### config.mk
export PLATFORM = sky130hd
export DESIGN_NAME = uart_tx_scheduler
export DESIGN_NICKNAME = d
export VERILOG_FILES = /design/src/rtl/uart_tx_scheduler.sv
export SDC_FILE = /design/constraint.sdc
export NUM_CORES = 1
export LEC_CHECK = 0
export CORE_ASPECT_RATIO = 0.5
export CORE_MARGIN = 2
export CORE_UTILIZATION = 40
export CTS_BUF_LIST = sky130_fd_sc_hd__clkbuf_8
export CTS_CLUSTER_DIAMETER = 150
export DETAILED_ROUTE_END_ITERATION = 8
export PLACE_DENSITY = 0.71
export SYNTH_ARGS = -nofsm -noshare
export SYNTH_HDL_FRONTEND = slang
export SYNTH_SLANG_ARGS = --single-unit
### constraint.sdc
create_clock -name internal_clk -period 2.6 [get_ports internal_clk]
set_clock_uncertainty 0.05 [all_clocks]
set_input_delay 0.52 -clock internal_clk [delete_from_list [all_inputs] [get_ports internal_clk]]
set_output_delay 0.52 -clock internal_clk [all_outputs]
set_load 0.01 [all_outputs]
### src/rtl/uart_tx_scheduler.sv
// Round-robin UART transmitter shared by N_REQ word-level requesters.
// Define UART_TX_PARITY_EN to insert an even-parity bit between data and stop.
module uart_tx_scheduler #(
  parameter int word_size    = 8,
  parameter int N_REQ        = 4,
  parameter int CLKS_PER_BIT = 16,
  parameter int STOP_BITS    = 1
) (
  input  logic                         internal_clk,
  input  logic                         rst,
  input  logic [N_REQ-1:0]             req_valid,
  input  logic [N_REQ*word_size-1:0]   req_data,
  output logic [N_REQ-1:0]             req_ready,
  output logic                         bit_from_UART,
  output logic                         busy,
  output logic [$clog2(N_REQ)-1:0]     grant_id
);

  localparam int PW = $clog2(N_REQ);
  localparam int DW = $clog2(CLKS_PER_BIT);
  localparam int CW = $clog2(word_size + 1);

  localparam logic [DW-1:0] DIV_LAST  = DW'(CLKS_PER_BIT - 1);
  localparam logic [CW-1:0] BIT_LAST  = CW'(word_size - 1);
  localparam logic [CW-1:0] STOP_LAST = CW'(STOP_BITS - 1);

  typedef enum logic [2:0] {
    S_IDLE,
    S_START,
    S_DATA,
`ifdef UART_TX_PARITY_EN
    S_PARITY,
`endif
    S_STOP
  } state_t;

  state_t                 state_q, state_d;
  logic [DW-1:0]          div_q, div_d;
  logic [CW-1:0]          bit_cnt_q, bit_cnt_d;
  logic [word_size-1:0]   shift_q, shift_d;
  logic [PW-1:0]          ptr_q, ptr_d;
  logic [PW-1:0]          grant_q, grant_d;
  logic                   busy_q, busy_d;
  logic                   line_q, line_d;
`ifdef UART_TX_PARITY_EN
  logic                   parity_q, parity_d;
`endif

  logic [word_size-1:0]   slice [N_REQ];
  logic [PW-1:0]          grant_idx;
  logic                   grant_found;
  logic                   accept;
  logic                   bit_end;

  generate
    for (genvar gi = 0; gi < N_REQ; gi++) begin : g_slice
      assign slice[gi] = req_data[gi*word_size +: word_size];
    end
  endgenerate

  function automatic logic [PW-1:0] wrap_idx(input logic [PW-1:0] base, input int off);
    int sum;
    sum = (int'(base) + off) % N_REQ;
    return sum[PW-1:0];
  endfunction

  // Walk offsets from far to near so the lowest offset from the pointer wins.
  always_comb begin
    grant_found = 1'b0;
    grant_idx   = '0;
    for (int i = N_REQ - 1; i >= 0; i--) begin
      if (req_valid[wrap_idx(ptr_q, i)]) begin
        grant_found = 1'b1;
        grant_idx   = wrap_idx(ptr_q, i);
      end
    end
  end

  assign accept  = (state_q == S_IDLE) && grant_found;
  assign bit_end = (div_q == DIV_LAST);

  always_comb begin
    req_ready = '0;
    if (accept) begin
      req_ready[grant_idx] = 1'b1;
    end
  end

  always_comb begin
    state_d   = state_q;
    bit_cnt_d = bit_cnt_q;
    shift_d   = shift_q;
    ptr_d     = ptr_q;
    grant_d   = grant_q;
    busy_d    = busy_q;
`ifdef UART_TX_PARITY_EN
    parity_d  = parity_q;
`endif
    case (state_q)
      S_IDLE: begin
        if (accept) begin
          state_d  = S_START;
          shift_d  = slice[grant_idx];
          grant_d  = grant_idx;
          ptr_d    = wrap_idx(grant_idx, 1);
          busy_d   = 1'b1;
`ifdef UART_TX_PARITY_EN
          parity_d = ^slice[grant_idx];
`endif
        end
      end
      S_START: begin
        if (bit_end) begin
          state_d = S_DATA;
        end
      end
      S_DATA: begin
        if (bit_end) begin
          if (bit_cnt_q == BIT_LAST) begin
            bit_cnt_d = '0;
`ifdef UART_TX_PARITY_EN
            state_d   = S_PARITY;
`else
            state_d   = S_STOP;
`endif
          end else begin
            bit_cnt_d = bit_cnt_q + 1'b1;
            shift_d   = shift_q >> 1;
          end
        end
      end
`ifdef UART_TX_PARITY_EN
      S_PARITY: begin
        if (bit_end) begin
          state_d = S_STOP;
        end
      end
`endif
      S_STOP: begin
        if (bit_end) begin
          if (bit_cnt_q == STOP_LAST) begin
            bit_cnt_d = '0;
            state_d   = S_IDLE;
            busy_d    = 1'b0;
          end else begin
            bit_cnt_d = bit_cnt_q + 1'b1;
          end
        end
      end
      default: begin
        state_d = S_IDLE;
      end
    endcase

    // Divider restarts on every bit boundary, which includes every state entry.
    div_d = (state_q == S_IDLE || bit_end) ? '0 : div_q + 1'b1;

    case (state_d)
      S_START:  line_d = 1'b0;
      S_DATA:   line_d = shift_d[0];
`ifdef UART_TX_PARITY_EN
      S_PARITY: line_d = parity_d;
`endif
      default:  line_d = 1'b1;
    endcase
  end

  always_ff @(posedge internal_clk or posedge rst) begin
    if (rst) begin
      state_q   <= S_IDLE;
      div_q     <= '0;
      bit_cnt_q <= '0;
      shift_q   <= '0;
      ptr_q     <= '0;
      grant_q   <= '0;
      busy_q    <= 1'b0;
      line_q    <= 1'b1;
`ifdef UART_TX_PARITY_EN
      parity_q  <= 1'b0;
`endif
    end else begin
      state_q   <= state_d;
      div_q     <= div_d;
      bit_cnt_q <= bit_cnt_d;
      shift_q   <= shift_d;
      ptr_q     <= ptr_d;
      grant_q   <= grant_d;
      busy_q    <= busy_d;
      line_q    <= line_d;
`ifdef UART_TX_PARITY_EN
      parity_q  <= parity_d;
`endif
    end
  end

  assign bit_from_UART = line_q;
  assign busy          = busy_q;
  assign grant_id      = grant_q;

endmodule

==> run metrics <==
post-DR vias/cell=5.36; Clk pwr share=0.176; die height=50.6 um; drt first pass iters=4; Setup CP Type=reg2out; Reg2Reg Setup Slack=0.59 ns; multiplexer share of the synthesized area=0.0655; xor/xnor share of the synthesized area=0.0101; Worst-Margin Slew=0.634 ns; sequence of cells on the critical path=and3b_1, o21a_1, nor2_4, inv_1, ha_1, and3_1, dlygate4sd2_1; family with the most delay on the worst path=flip-flops; Seq pwr share=0.397; Core Region=4040 sq um; CTS root buf=clkbuf_8; total CTS buffers=3; Clock transition at path regs=0.10 ns; Initial Utilization=0.430; YS warnings=0; Net Count, Synth=239; #FFs+latches synth=25; Buffers & Inverters on Critical Path=2; Synth Area in Compound Gates=0.162; highest routing layer actually used=met4; nets=296; worst endpoint required time=2.03 ns; number of synthesized flops with an enable pin=0; first-pass GRT wire length=7440 um; internal power=0.927 mW; CP Capture Type=output pin; combinational fraction of design power=0.427; Cells after DPL=297; H-tree depth=1; GRT Util Overall=0.188; Tmin final=2.48 ns; slew margin rel.=0.572; sequential share of the synthesized area=0.360; P_sw=0.508 mW; Async SR Flop Fraction=1.00; final WL=4360 um; met2 WL=2150 um; maxcap violations=0; routed len/inst=14.3 um; FF-to-FF Start=state_q[1]$_DFF_PP0_; CTS tree=built; Final Max Tran Viols=0; WHS Path Cells=1; Critical Path Source Type=register; Crit path largest cell delay=0.46 ns; RR Endpoint=shift_q[3]$_DFFE_PP0P_; count of cell types in the netlist=47; status=finished clean; share of cells above drive strength 1=0.180; final hold vios=0; Lkg Pwr=1.07 nW; synthesized area=1740 sq um; routed length on met3=149 um; main combinational cell family by area after synthesis=simple AND/OR/NAND/NOR gates; adder-cell area share of the yosys netlist=0.0504; RSZ-0062 raised after global routing=no; largest net degree at the start of global routing=26; synthesized instance count=194; setup violators final=0; number of global-route vias before repair=1615; Clock Path Buffers=2; Hold Path Sink=div_q[0]$_DFF_PP0_; die area=4920 sq um; CP Max Fanout=6; antenna diode count=0; routed vias=1630; Antenna Nets Post-Route=0; final worst path period share=0.956; IR drop worst, VDD=0.000219 V; fmax=403 MHz; slowest cell on the critical path=dfrtp_2; syn_area_per_cell=8.96 sq um; GRT overflow=0; Reg2Reg Depth=6; Worst Min Path Start=div_q[0]$_DFF_PP0_; Rows=16; power per standard cell area=601 nW/um^2; top_reg_cell synth=dfrtp_1; drt drc=0; TNS Setup=0 ns; Simple-Gate Fraction of Synth Area=0.283; area delta synth->final=37.3%; die width=97.3 um; clk_lat worst skew=0.28 ns; I/O pin total=46; initial drt markers=36; RePlAce Congestion=0.852; TritonCTS Sinks=25; Layout Cells excl Fill=304; sw frac=0.354; HPWL after DPL=3360 um; crit path DAT=1.91 ns; initial antenna violation count=0; Worst Hold Class=reg2reg; Port Buf Inserts=45; Metal-1 WL=2040 um
power groups by stage:
stage / Clock (mW) / Combinational (mW) / Sequential (mW)
finish: 0.252 / 0.613 / 0.570
global route: 0.283 / 0.685 / 0.583
CTS: 0.262 / 0.600 / 0.571
detailed placement: 0 / 0.564 / 0.574
global placement: 0 / 0.551 / 0.570
floorplan: 0 / 0.382 / 0.544
area by class of cell:
cell class / count / area [sq um]
Tap cell: 54 / 67.6
Inverter: 9 / 33.8
Sequential cell: 25 / 629
Fill cell: 368 / 1660
Clock inverter: 1 / 8.76
Multi-Input combinational cell: 148 / 1030
Clock buffer: 3 / 41.3
Timing Repair Buffer: 64 / 579
cell usage after synthesis (2+ instances only):
library cell / n / area share
nand2_1: 16 / 0.035
buf_4: 2 / 0.0086
nand3_1: 25 / 0.072
nand2b_1: 2 / 0.0072
nand4_1: 2 / 0.0072
mux2i_1: 8 / 0.046
o21ai_0: 8 / 0.023
inv_1: 8 / 0.017
clkbuf_1: 2 / 0.0043
o221ai_1: 2 / 0.010
a221oi_1: 6 / 0.030
ha_1: 7 / 0.050
nand3b_1: 4 / 0.017
nand3_2: 3 / 0.017
and3_1: 7 / 0.025
a21o_1: 3 / 0.013
nor3_1: 8 / 0.023
mux2_2: 3 / 0.019
buf_2: 5 / 0.014
o21a_1: 2 / 0.0086
a21oi_1: 8 / 0.023
nor2_1: 13 / 0.028
buf_6: 3 / 0.019
dfrtp_1: 24 / 0.35
flip-flops by register name (all words and copies together) (netlist names):
signal / flops
shift_q: 8
bit_cnt_q: 4
div_q: 4
state_q: 3
grant_id: 2
ptr_q: 2
bit_from_UART: 1
busy: 1
stage by stage:
stage	total power, mW	cell area [sq um]	worst slack (ns)	hold slack, ns	util
after floorplan	0.926	1740	0.421	0.380	-
after global placement	1.12	2300	-0.506	0.392	0.568
after detailed placement	1.14	2300	-0.564	0.409	0.568
after CTS	1.43	2380	0.0598	0.424	0.589
after global routing	1.55	2390	0.00812	0.435	0.591
final	1.44	2390	0.116	0.414	0.591
metal layers:
layer | vias up | track usage
met1 | 787 | 0.234
met5 | - | 0
li1 | 816 | -
met3 | 3 | 0.0418
met4 | 0 | 0.0417
met2 | 24 | 0.341
how the worst max path moves through the flow:
stage	slack, ns	cells past startpoint	endpoint	start
after floorplan	0.42	8	req_ready[0]	ptr_q[1]$_DFFE_PP0P_
after global placement	-0.51	8	req_ready[0]	req_valid[3]
after detailed placement	-0.56	8	req_ready[1]	req_valid[3]
after CTS	0.06	7	req_ready[0]	ptr_q[1]$_DFFE_PP0P_
after global routing	0.008	7	req_ready[0]	ptr_q[0]$_DFFE_PP0P_
final	0.12	7	req_ready[0]	ptr_q[0]$_DFFE_PP0P_
repair_timing:
action	4_1_cts	5_1_grt
hold buffers	0	0
endpoints found under the setup margin	4	4
gates resized for setup	15	4
buffers inserted	2	1
pin swaps	3	0
cell usage in the layout (no fill, tap or decap), drive strengths merged, types with 6 or more instances in the layout:
cell type	count
a221oi	6
nor3	9
inv	10
mux2i	8
a21oi	8
nand3	28
dlygate4sd2	7
ha	7
dfrtp	24
o21ai	8
nand2	17
nor2	14
clkdlybuf4s50	37
buf	19
and3	7
kinds of logic (layout without fill, tap and decap cells):
kind of cell | count (synthesis) | after routing
xor gates and xnor gates | 2 | 2
other | 1 | 1
AOI/OAI and AO/OA | 37 | 37
adders and majority gates | 7 | 7
muxes | 11 | 11
and+or+nand+nor | 90 | 90
buffers and inverters | 21 | 77
DFF | 25 | 25
No activity file was read; power rests on OpenSTA's default activity.
